### src/rtl/mux_arbiter.sv
// Round-robin arbiter for four requesters that also muxes the owner's data
// bit onto Y. An owner keeps the grant for at most HOLD_MAX consecutive
// cycles while anyone else is waiting. Ownership passes directly between
// requesters without an idle cycle in between.
module mux_arbiter #(
    parameter int unsigned HOLD_MAX = 4
) (
    input  logic       clk,
    input  logic       rst_n,
    input  logic [3:0] req,
    input  logic [3:0] I,
    output logic [1:0] S,
    output logic       Y,
    output logic [3:0] grant,
    output logic       busy
);

    typedef enum logic {
        IDLE,
        OWN
    } state_t;

    localparam logic [3:0] HOLD_LIM = 4'(HOLD_MAX);

    state_t     state_q, state_d;
    logic [1:0] last_q, last_d;
    logic [1:0] s_q, s_d;
    logic       y_q, y_d;
    logic [3:0] hold_q, hold_d;
    logic [3:0] grant_q, grant_d;
    logic       busy_q, busy_d;

    logic [3:0] others;
    logic [2:0] pick_any;
    logic [2:0] pick_oth;

    // Returns {found, index} for the first set bit of r, searched from
    // from+1 around to from.
    function automatic logic [2:0] rr_pick(input logic [3:0] r, input logic [1:0] from);
        logic [2:0] res;
        logic [1:0] idx;
        res = '0;
        for (int unsigned k = 1; k <= 4; k++) begin
            idx = from + 2'(k);
            if (r[idx] && !res[2]) begin
                res = {1'b1, idx};
            end
        end
        return res;
    endfunction

    // State and registered outputs; reset overrides any ownership in progress
    always_ff @(posedge clk) begin
        if (!rst_n) begin
            state_q <= IDLE;
            last_q  <= 2'b11;
            s_q     <= '0;
            y_q     <= 1'b0;
            hold_q  <= '0;
            grant_q <= '0;
            busy_q  <= 1'b0;
        end else begin
            state_q <= state_d;
            last_q  <= last_d;
            s_q     <= s_d;
            y_q     <= y_d;
            hold_q  <= hold_d;
            grant_q <= grant_d;
            busy_q  <= busy_d;
        end
    end

    // Next-state decision: new grant from idle, hold, timeout handover or release
    always_comb begin
        state_d  = state_q;
        last_d   = last_q;
        s_d      = s_q;
        hold_d   = hold_q;
        y_d      = y_q;
        others   = req & ~(4'b0001 << s_q);
        pick_any = rr_pick(req, last_q);
        pick_oth = rr_pick(others, s_q);
        case (state_q)
            IDLE: begin
                if (|req) begin
                    state_d = OWN;
                    s_d     = pick_any[1:0];
                    last_d  = pick_any[1:0];
                    hold_d  = 4'd1;
                end
            end
            OWN: begin
                y_d = I[s_q];
                if (req[s_q] && ((others == '0) || (hold_q < HOLD_LIM))) begin
                    if (hold_q < HOLD_LIM) begin
                        hold_d = hold_q + 4'd1;
                    end
                end else if (others != '0) begin
                    s_d    = pick_oth[1:0];
                    last_d = pick_oth[1:0];
                    hold_d = 4'd1;
                end else begin
                    state_d = IDLE;
                    hold_d  = '0;
                end
            end
            default: begin
                state_d = IDLE;
            end
        endcase
    end

    // Output decode from the next state so grant, S and busy move on the same edge
    always_comb begin
        grant_d = '0;
        busy_d  = 1'b0;
        if (state_d == OWN) begin
            grant_d = 4'b0001 << s_d;
            busy_d  = 1'b1;
        end
    end

    assign S     = s_q;
    assign Y     = y_q;
    assign grant = grant_q;
    assign busy  = busy_q;

endmodule

### config.mk
export PLATFORM = sky130hd
export DESIGN_NAME = mux_arbiter
export DESIGN_NICKNAME = d
export VERILOG_FILES = /design/src/rtl/mux_arbiter.sv
export SDC_FILE = /design/constraint.sdc
export NUM_CORES = 1
export LEC_CHECK = 0
export ABC_AREA = 1
export CORE_MARGIN = 2
export CORE_UTILIZATION = 54
export DETAILED_ROUTE_END_ITERATION = 10
export GPL_TIMING_DRIVEN = 0
export PLACE_DENSITY = 0.79
export SLEW_MARGIN = 20
export SYNTH_ARGS = -nofsm -noshare
export SYNTH_HDL_FRONTEND = slang
export SYNTH_SLANG_ARGS = --single-unit
export TNS_END_PERCENT = 50
### constraint.sdc
create_clock -name clk -period 6.1 [get_ports clk]
set_clock_uncertainty 0.15 [all_clocks]
set_input_delay 0.915 -clock clk [delete_from_list [all_inputs] [get_ports clk]]
set_output_delay 0.915 -clock clk [all_outputs]
set_load 0.1 [all_outputs]
After elaboration in Yosys (flattened, before gate mapping) --
Cells that the tools add are included.
Storage, ports and cells: register bits after elaboration 15, input bits 10, logic and storage cells 98
Cells by class: add/subtract/negate cells 7, magnitude comparators 9, eq/ne operators 4, shifts and indexed selects 2, mux-type cells 46, bitwise operators 3, reductions and logical operators 20
Operators with widths (number):
- 2-bit by 3-bit less-than comparator with 1-bit output (second input constant) | 8
- 1-bit binary-select mux with 2-bit select | 10
- 3-bit two-way mux | 6
- 2-bit two-way mux | 8
- 1-bit two-way mux | 15
- 4-bit two-way mux | 3
- 2-bit adder (second input constant) | 4
- 2-bit one-hot mux with 2 select lines | 2
- 4-bit one-hot mux with 2 select lines | 1
- 1-bit by 2-bit left shift with 4-bit output (first input constant) | 2
- 1-bit logical AND | 7
- 1-bit logical NOT | 6
- 2-bit by 1-bit adder with 2-bit output (second input constant) | 2
- 4-bit by 1-bit adder with 4-bit output (second input constant) | 1
- 4-bit AND | 1
- 4-bit logical NOT | 1
- 4-bit by 3-bit less-than comparator with 1-bit output (second input constant) | 1
- 2-bit != test (second input constant) | 2
- 4-bit NOT | 1
- 2-bit AND reduction | 2
- 4-bit nonzero test | 1
- 4-bit OR reduction | 1
- 3-bit != test (second input constant) | 1
- 3-bit AND reduction | 1
- other kinds (4) | 4

Longest topological paths before layout --
Gate-level depths: netlist (run 1).
depth after elaboration 19, mapped depth 18, mapped depth without buffers 16

Least setup slack after synthesis (run 1) --
OpenSTA, ideal clock, no wires.
path type reg-to-reg, start point reg s_q[0] (netlist: S[0]), end point reg grant_q[0] (netlist: grant[0]), library setup time 0.113 ns, data arrival time 2.499 ns, data required time 5.837 ns, slack 3.337 ns, stages on the path, launching flop included 17, path buffers 2, clock period less this slack 2.763 ns, path through dfxtp_1 > buf_6 > inv_4 > buf_6 > ha_1 > inv_1 > nand3_1 > nand2_1 > nand2_1 > inv_1 > nand2_1 > nand2_1 > nand3_1 > nand2_1 > nand2_2 > nand2_1 > nor2_1
On the way: word-level cells in the longest chain between the ends 19, elaborated cells between the ends (all ways) 39, those cells by class add/sub: 3; shift: 2; mux: 21; bitwise: 2; reduce/logical: 11
RTL lines:
- from (decl) | line 27 | logic [1:0] s_q, s_d;
- from (signal assigned) | line 57 | s_q <= '0;
- from (signal assigned) | line 65 | s_q <= s_d;
- branches (longest 19 deep; another with 2-bit by 1-bit adder with 2-bit output)
- to (signal assigned) | line 68 | grant_q <= grant_d;
- to (decl) | line 30 | logic [3:0] grant_q, grant_d;
Several ways; the timed one is not identified. The select of a mux whose other input is x is not followed. A chain may end at the register's enable or synchronous reset.

Final worst setup path (run 1) --
start point reg s_q[1] (netlist: S[1]), end point out S[1]
RTL lines:
- to (decl) | line 12 | output logic [1:0] S,
No word-level cell between the ends.

==> impl_results.md, run 1 <==
* Met2 Usage GRT at a little over two fifths
* First-pass GRT wire length at roughly 5.0 mm
* Residual DRC count at 0
* Post-synth EDFFs at 0
* Clock root buffer master: clkbuf_4
* Most area-hungry cell type in the Yosys netlist: dfxtp_1
* Total negative slack at 0 ns
* Antenna violations before repair at 0
* Psw at 514 µW
* Via count at between 1000 and 1500
* Pint at about 350 µW
* Flop pwr share at approximately 17%
* Post_cts resized at 0
* Final period util at approximately half
* Fraction of post-synthesis cell area in the top cell type by area at between 20% and 30%
* Post-CTS Repair Setup Buffers at 0
* Worst-path clk slew at roughly 0.080 ns
* Leakage power at slightly below 0.8 nW
* Core area at 2210 µm²
* Fin nets at ~250
* Synth area leaders: dfxtp_1 22%, nand2_1 20%, nand3_1 9.1%, inv_1 6.2%, nor2_1 5.3%
* Crit-path max FO at 9
* Final instance area at 1510 µm²
* Layout Utilization at 68.0%
* Dpl cell area at approximately 1500 µm²
* Post-Syn Area at around 1300 µm²
* Clock latency on the worst-skew pair at 0.28 ns
* Post-DP HPWL at 2.34 mm
* Worst Max-Slew Pin Slew at between 0.9 and 1 ns
* Post-route minimum period at 3.07 ns
* Post-synthesis register bit count at 14
* Met1 Track Usage GR at between 20% and 30%
* Clock Path Buffers at 2
* Syn. warnings at 0
* Starting Density at a little under three fifths
* Part of the power in combinational logic at between 70% and 80%
* Fin. Hold Viols at 0
* Syn nets at approximately 220
* Crit Path Category: flip-flop to primary output
* Cell Rows at 17
* First-pass iteration count of the detailed router at 4
* Flip-flop and latch area at between 200 and 300 µm²
* WL/cell at 11.6 µm
* Setup-failing EPs final at 0
* Die ar. at between 2000 and 3000 µm²
* CTS tree: built
* Switch share at about three fifths
* Power Density at ~580 nW/µm²
* Run status: completed
* Share of cells above drive strength 1 at between 15 and 20%
* Commonest cells post-synth: 67 x nand2_1, 23 x nand3_1, 21 x inv_1
* Gp weighted congestion at roughly 0.9
* Slew headroom at between 30% and 40%
* Met3 Usage GRT at 6.00%
* Startpoint types: flip-flop
* Worst endpoint required time at 5.03 ns
* Unrepaired setup endpoints after global routing: false
* Max cap viols at 0
* Avg Cell Area, Syn at around 6 µm²
* Fillers at between 200 and 250
* Count leader, synth: nand2_1
* Vias in the first global route at between 1000 and 1500
* Final wirelength at 2.99 mm
* Gate Count Post-Synth at approximately 210
* Vias per cell at 5.26
* Area taken by multi-input logic gates at between 800 and 900 µm²
* Width of the die at approximately 52 µm
* N_diodes at 0
* Slowest-stage cell, CP: clkdlybuf4s50_1
* CP Data Arrival Time at ~2.0 ns
* Initial DRC count at 47
* CTS sink cnt at 14
* Chip height at between 50 and 60 µm
* Sequential fraction of the synthesis area at between 20 and 25%
* Top Usage Layer GRT: met2
* Number of buffers added on ports at 17
* CP delay by family, top: buffers and inverters
* Antenna viol nets, final at 0
* Clock network power share at ~7.7%
* Max stage delay on crit path at ~1.2 ns
* Global-route usage over all layers at about 25%
* Peak supply drop at roughly 0.41 mV
* Fin. max-slew vios at 0
* F_max at around 330 MHz
* Setup crit end kind: primary output
* Hold WC Path Type: flip-flop to flip-flop
* Largest net degree at the start of global routing at 12
* Crit path cell chain: clkdlybuf4s50_1
* Final Power at a little under 900 µW
* Worst path bufs/invs at 1
* Async S/R FF share, synth at 0%
* TritonCTS buffer count at 3
* CTS Hold Bufs at 0
* Top FF cell, synth: dfxtp_1
* Area grow syn2layout at 19.1%
* H-Tree Depth at 1
* # IOs at 18
* GRT overflow at 0
* Distinct cells, synth at 27
==> final cells by class <==
class | instances | share of cell area (%)
clock buffer | 4 | 2.41
buffer | 4 | 2.58
sequential | 14 | 18.6
multi-input combinational | 162 | 55.6
timing repair buffer | 17 | 11.3
inverter | 28 | 7.15
tap | 28 | 2.33
==> worst reg2reg max path: stages, from the launching register on <==
cell	delay, ns
dfxtp_1	0.52
inv_1	0.22
ha_1	0.36
inv_1	0.13
nand3_1	0.09
nand2_1	0.12
nand2_1	0.06
inv_1	0.07
nand2_1	0.06
nand2_1	0.06
nand3_1	0.11
nand2_1	0.09
nand2_2	0.07
nand2_1	0.08
nor2_1	0.05
==> stage by stage <==
stage,setup WS [ns],instances,hold slack (ns)
6_report,3.03,257,0.314
5_1_grt,2.96,257,0.345
4_1_cts,3.02,257,0.313
3_5_place_dp,3.27,253,0.286
3_3_place_gp,3.33,253,0.278
2_1_floorplan,3.34,208,0.267
==> layer usage <==
metal  up-vias  routed length (µm)
met5         -                   0
met4         0                  14
met3         2                 150
met2        41                1480
met1       597                1350
li1        712                   -
==> sequential cells by signal (all words and copies together), names as in the netlist <==
register	flops
hold_q	4
S	2
Y	1
state_q	1
last_q	2
grant	4
==> layout by cell type, fill, tap and decap left out <==
cell | netlist | final
o21ai_0 | 7 | 7
inv_2 | 6 | 6
dfxtp_1 | 14 | 14
inv_1 | 21 | 21
clkbuf_4 | 0 | 3
o211ai_1 | 1 | 1
nor2_2 | 1 | 1
a31oi_4 | 1 | 1
ha_1 | 5 | 5
nand2_1 | 67 | 67
nand2_2 | 10 | 10
o21ai_1 | 3 | 3
nand3_1 | 23 | 23
nor2_4 | 1 | 1
nor3_1 | 1 | 1
a21oi_2 | 1 | 1
nand3_2 | 2 | 2
and2_1 | 1 | 1
nand4_1 | 4 | 4
clkbuf_8 | 0 | 1
a21oi_4 | 1 | 1
inv_4 | 1 | 1
nor2_1 | 18 | 18
a21oi_1 | 10 | 10
buf_2 | 1 | 1
o21ai_2 | 3 | 3
clkdlybuf4s50_1 | 0 | 17
buf_6 | 3 | 3
nand3_4 | 1 | 1
o22ai_1 | 1 | 1
==> power groups by stage <==
stage               Combinational, mW  Sequential [mW]  Clock, mW
finish                          0.654            0.147     0.0667
global route                    0.717            0.151     0.0709
CTS                             0.649            0.147     0.0685
detailed placement              0.647            0.149          0
global placement                0.625            0.147          0
floorplan                       0.401            0.265          0
==> path summary, 6_finish.rpt <==
path,from,endpoint,slack (ns),cells after the start
hold reg to reg,hold_q[3],hold_q[3],0.31,2
setup / recovery,S[1],S[1],3.03,1
setup reg to reg,S[1],grant[0],3.76,14
hold / removal,hold_q[3],hold_q[3],0.31,2
==> cells by family after synthesis <==
kind of cell | synth area share (%)
simple gates | 46.5
buf+inv | 11.6
compound gates | 14.8
flops | 22.2
fa+ha+maj | 4.95
Note: power is estimated with default switching activity, not from simulation.
==> run 2: changes to the inputs <==
clock period = 3.2 ns   (was 6.1 ns; I/O delays follow)
==> results of run 2 <==
The final DEF is identical to that of run 1. Status: completed.
Among the figures that moved: setup slack after placement 3.27 ns -> 0.804 ns; setup slack after layout 3.03 ns -> 0.564 ns; register-to-register setup slack 3.76 ns -> 0.86 ns; total power 0.868 mW -> 1.65 mW; worst IR drop on VDD 0.413 mV -> 0.787 mV
==> run 3: changes to the inputs <==
CORE_UTILIZATION = 49   (was 54)
PLACE_DENSITY = 0.76   (was 0.79)
clock period = 2.15 ns   (was 3.2 ns; I/O delays follow)
==> impl_results.md, run 3 (synthesized netlist as in run 1, its figures left out) <==
* Run status: completed
* Unrepaired setup endpoints after global routing: true
* Via count at between 1000 and 1500
* Max cap viols at 0
* Met1 Track Usage GR at roughly 30%
* Layout Utilization at a little under three quarters
* Top Usage Layer GRT: met2
* Met3 Usage GRT at 4.92%
* Worst endpoint required time at 2.18 ns
* GRT overflow at 0
* Clock Path Buffers at 2
* Clock root buffer master: clkbuf_4
* First-pass GRT wire length at between 5 and 6 mm
* F_max at between 400 and 500 MHz
* WL/cell at ~13 µm
* Crit Path Category: flip-flop to flip-flop
* Peak supply drop at between 1 and 1.5 mV
* N_diodes at 0
* Dpl cell area at between 1500 and 2000 µm²
* Slew headroom at 35.1%
* Final instance area at 1760 µm²
* Commonest cells after routing, fill and taps aside: 54 x nand2_1, 22 x nand2_2, 18 x nand3_1, 16 x nor2_1
* Chip height at roughly 55 µm
* Clock latency on the worst-skew pair at about 0.28 ns
* Final period util at 97.7%
* Worst r2r src: S[0]
* Setup ws final at ~0.049 ns
* Post-Place Worst Slack at -0.0876 ns
* Antenna viol nets, final at 0
* FF-to-FF setup slack at just under 0.05 ns
* CP Data Arrival Time at 2.13 ns
* Hold Path Origin: hold_q[3]
* Pint at 1.19 mW
* Residual DRC count at 0
* Worst Max-Slew Pin Slew at roughly 0.98 ns
* Area grow syn2layout at 38.9%
* Flop pwr share at between 10% and 20%
* Setup crit end kind: flip-flop
* Post-route minimum period at around 2.1 ns
* CTS Hold Bufs at 0
* Global-route usage over all layers at 22.9%
* Hold endpoint: hold_q[3]
* Leakage power at 0.885 nW
* Number of buffers added on ports at 17
* TritonCTS buffer count at 3
* Starting Density at 51.5%
* Antenna violations before repair at 0
* Commonest non-fill, non-tap cell in the layout: nand2_1
* Hold WC Path Type: flip-flop to flip-flop
* Setup-failing EPs final at 0
* Met2 Usage GRT at 39.7%
* Die ar. at between 3000 and 4000 µm²
* Fillers at roughly 210
* Power Density at 1620 nW/µm²
* Psw at around 1.6 mW
* Vias per cell at ~5.2
* Hold Path Cell Cnt at 2
* R2R Path End: hold_q[1]
* CTS tree: built
* Share of cells above drive strength 1 at approximately a third
* Final wirelength at between 3 and 4 mm
* H-Tree Depth at 1
* Fin. max-slew vios at 0
* Width of the die at 54.8 µm
* Worst-path clk slew at 0.09 ns
* # IOs at 18
* Gp weighted congestion at approximately 0.87
* Startpoint types: flip-flop
* Post-DP HPWL at between 2 and 2.5 mm
* Clock network power share at under 10%
* Fin nets at 260
* Switch share at approximately three fifths
* Core area at between 2000 and 2500 µm²
* Initial DRC count at between 40 and 50
* Part of the power in combinational logic at 80.1%
* Worst R2R Path Depth at 14
* Fin. Hold Viols at 0
* Vias in the first global route at 1171
* Cell Rows at 18
* Largest net degree at the start of global routing at 12
* Crit-path max FO at 5
* First-pass iteration count of the detailed router at 4
* CTS sink cnt at 14
-- run 3: critical path: stages (launching register included) --
cell	delay (ns)
dfxtp_4	0.37
buf_8	0.12
inv_8	0.03
buf_12	0.12
ha_4	0.16
inv_4	0.06
nand2_2	0.05
nand4_1	0.16
nand2_2	0.11
nand2_4	0.10
inv_4	0.04
a31oi_4	0.26
inv_2	0.09
nor2_4	0.11
nor3_2	0.04
-- run 3: through the flow --
step                      power [mW]  instances   TNS, ns  hold slack [ns]
after global routing            3.06        274    -0.325            0.334
after detailed placement        2.30        255    -0.327            0.290
after global placement          2.24        255    -0.105            0.281
after CTS                       2.45        259  -0.00709            0.302
after floorplan                 1.94        208         0            0.257
final                           2.84        274         0            0.305
-- run 3: layout make-up --
cell class	count	area, µm²	share of cell area [%]
buffer	4	51.3	2.92
clock buffer	3	22.5	1.28
clock inverter	1	3.75	0.214
inverter	28	121	6.91
multi-input combinational	162	961	54.7
sequential	14	289	16.5
tap	30	37.5	2.14
timing repair buffer	32	269	15.3
-- run 3: power by group through the flow --
| stage | Clock [mW] | Sequential [mW] | Combinational, mW |
|---|---|---|---|
| final | 0.153 | 0.413 | 2.27 |
| after global placement | 0 | 0.424 | 1.81 |
| after floorplan | 0 | 0.764 | 1.17 |
| after CTS | 0.152 | 0.420 | 1.87 |
| after global routing | 0.164 | 0.426 | 2.47 |
| after detailed placement | 0 | 0.428 | 1.87 |
-- run 3: per-layer routing --
layer | share of wire [%] | wire [µm] | vias to the layer above
met5 | 0 | 0 | -
met4 | 1.0 | 36 | 0
met3 | 3.6 | 126 | 4
met2 | 53 | 1840 | 41
met1 | 43 | 1490 | 645
li1 | - | - | 739
-- run 3: worst max path at each step --
| stage | start | depth (start not counted) | slack [ns] | end |
|---|---|---|---|---|
| 6_report | S[0] | 14 | 0.05 | hold_q[1] |
| 5_1_grt | S[0] | 14 | -0.07 | hold_q[1] |
| 4_1_cts | S[0] | 17 | -0.005 | grant[0] |
| 3_5_place_dp | req[3] | 11 | -0.09 | grant[1] |
| 3_3_place_gp | req[1] | 11 | -0.04 | grant[1] |
| 2_1_floorplan | S[0] | 14 | 0.003 | grant[0] |
-- run 3: what timing repair did --
item | 4_1_cts | 5_1_grt
pin swaps | 2 | 9
gates resized for setup | 11 | 37
buffers inserted | 0 | 15
endpoints found under the setup margin | 14 | 12
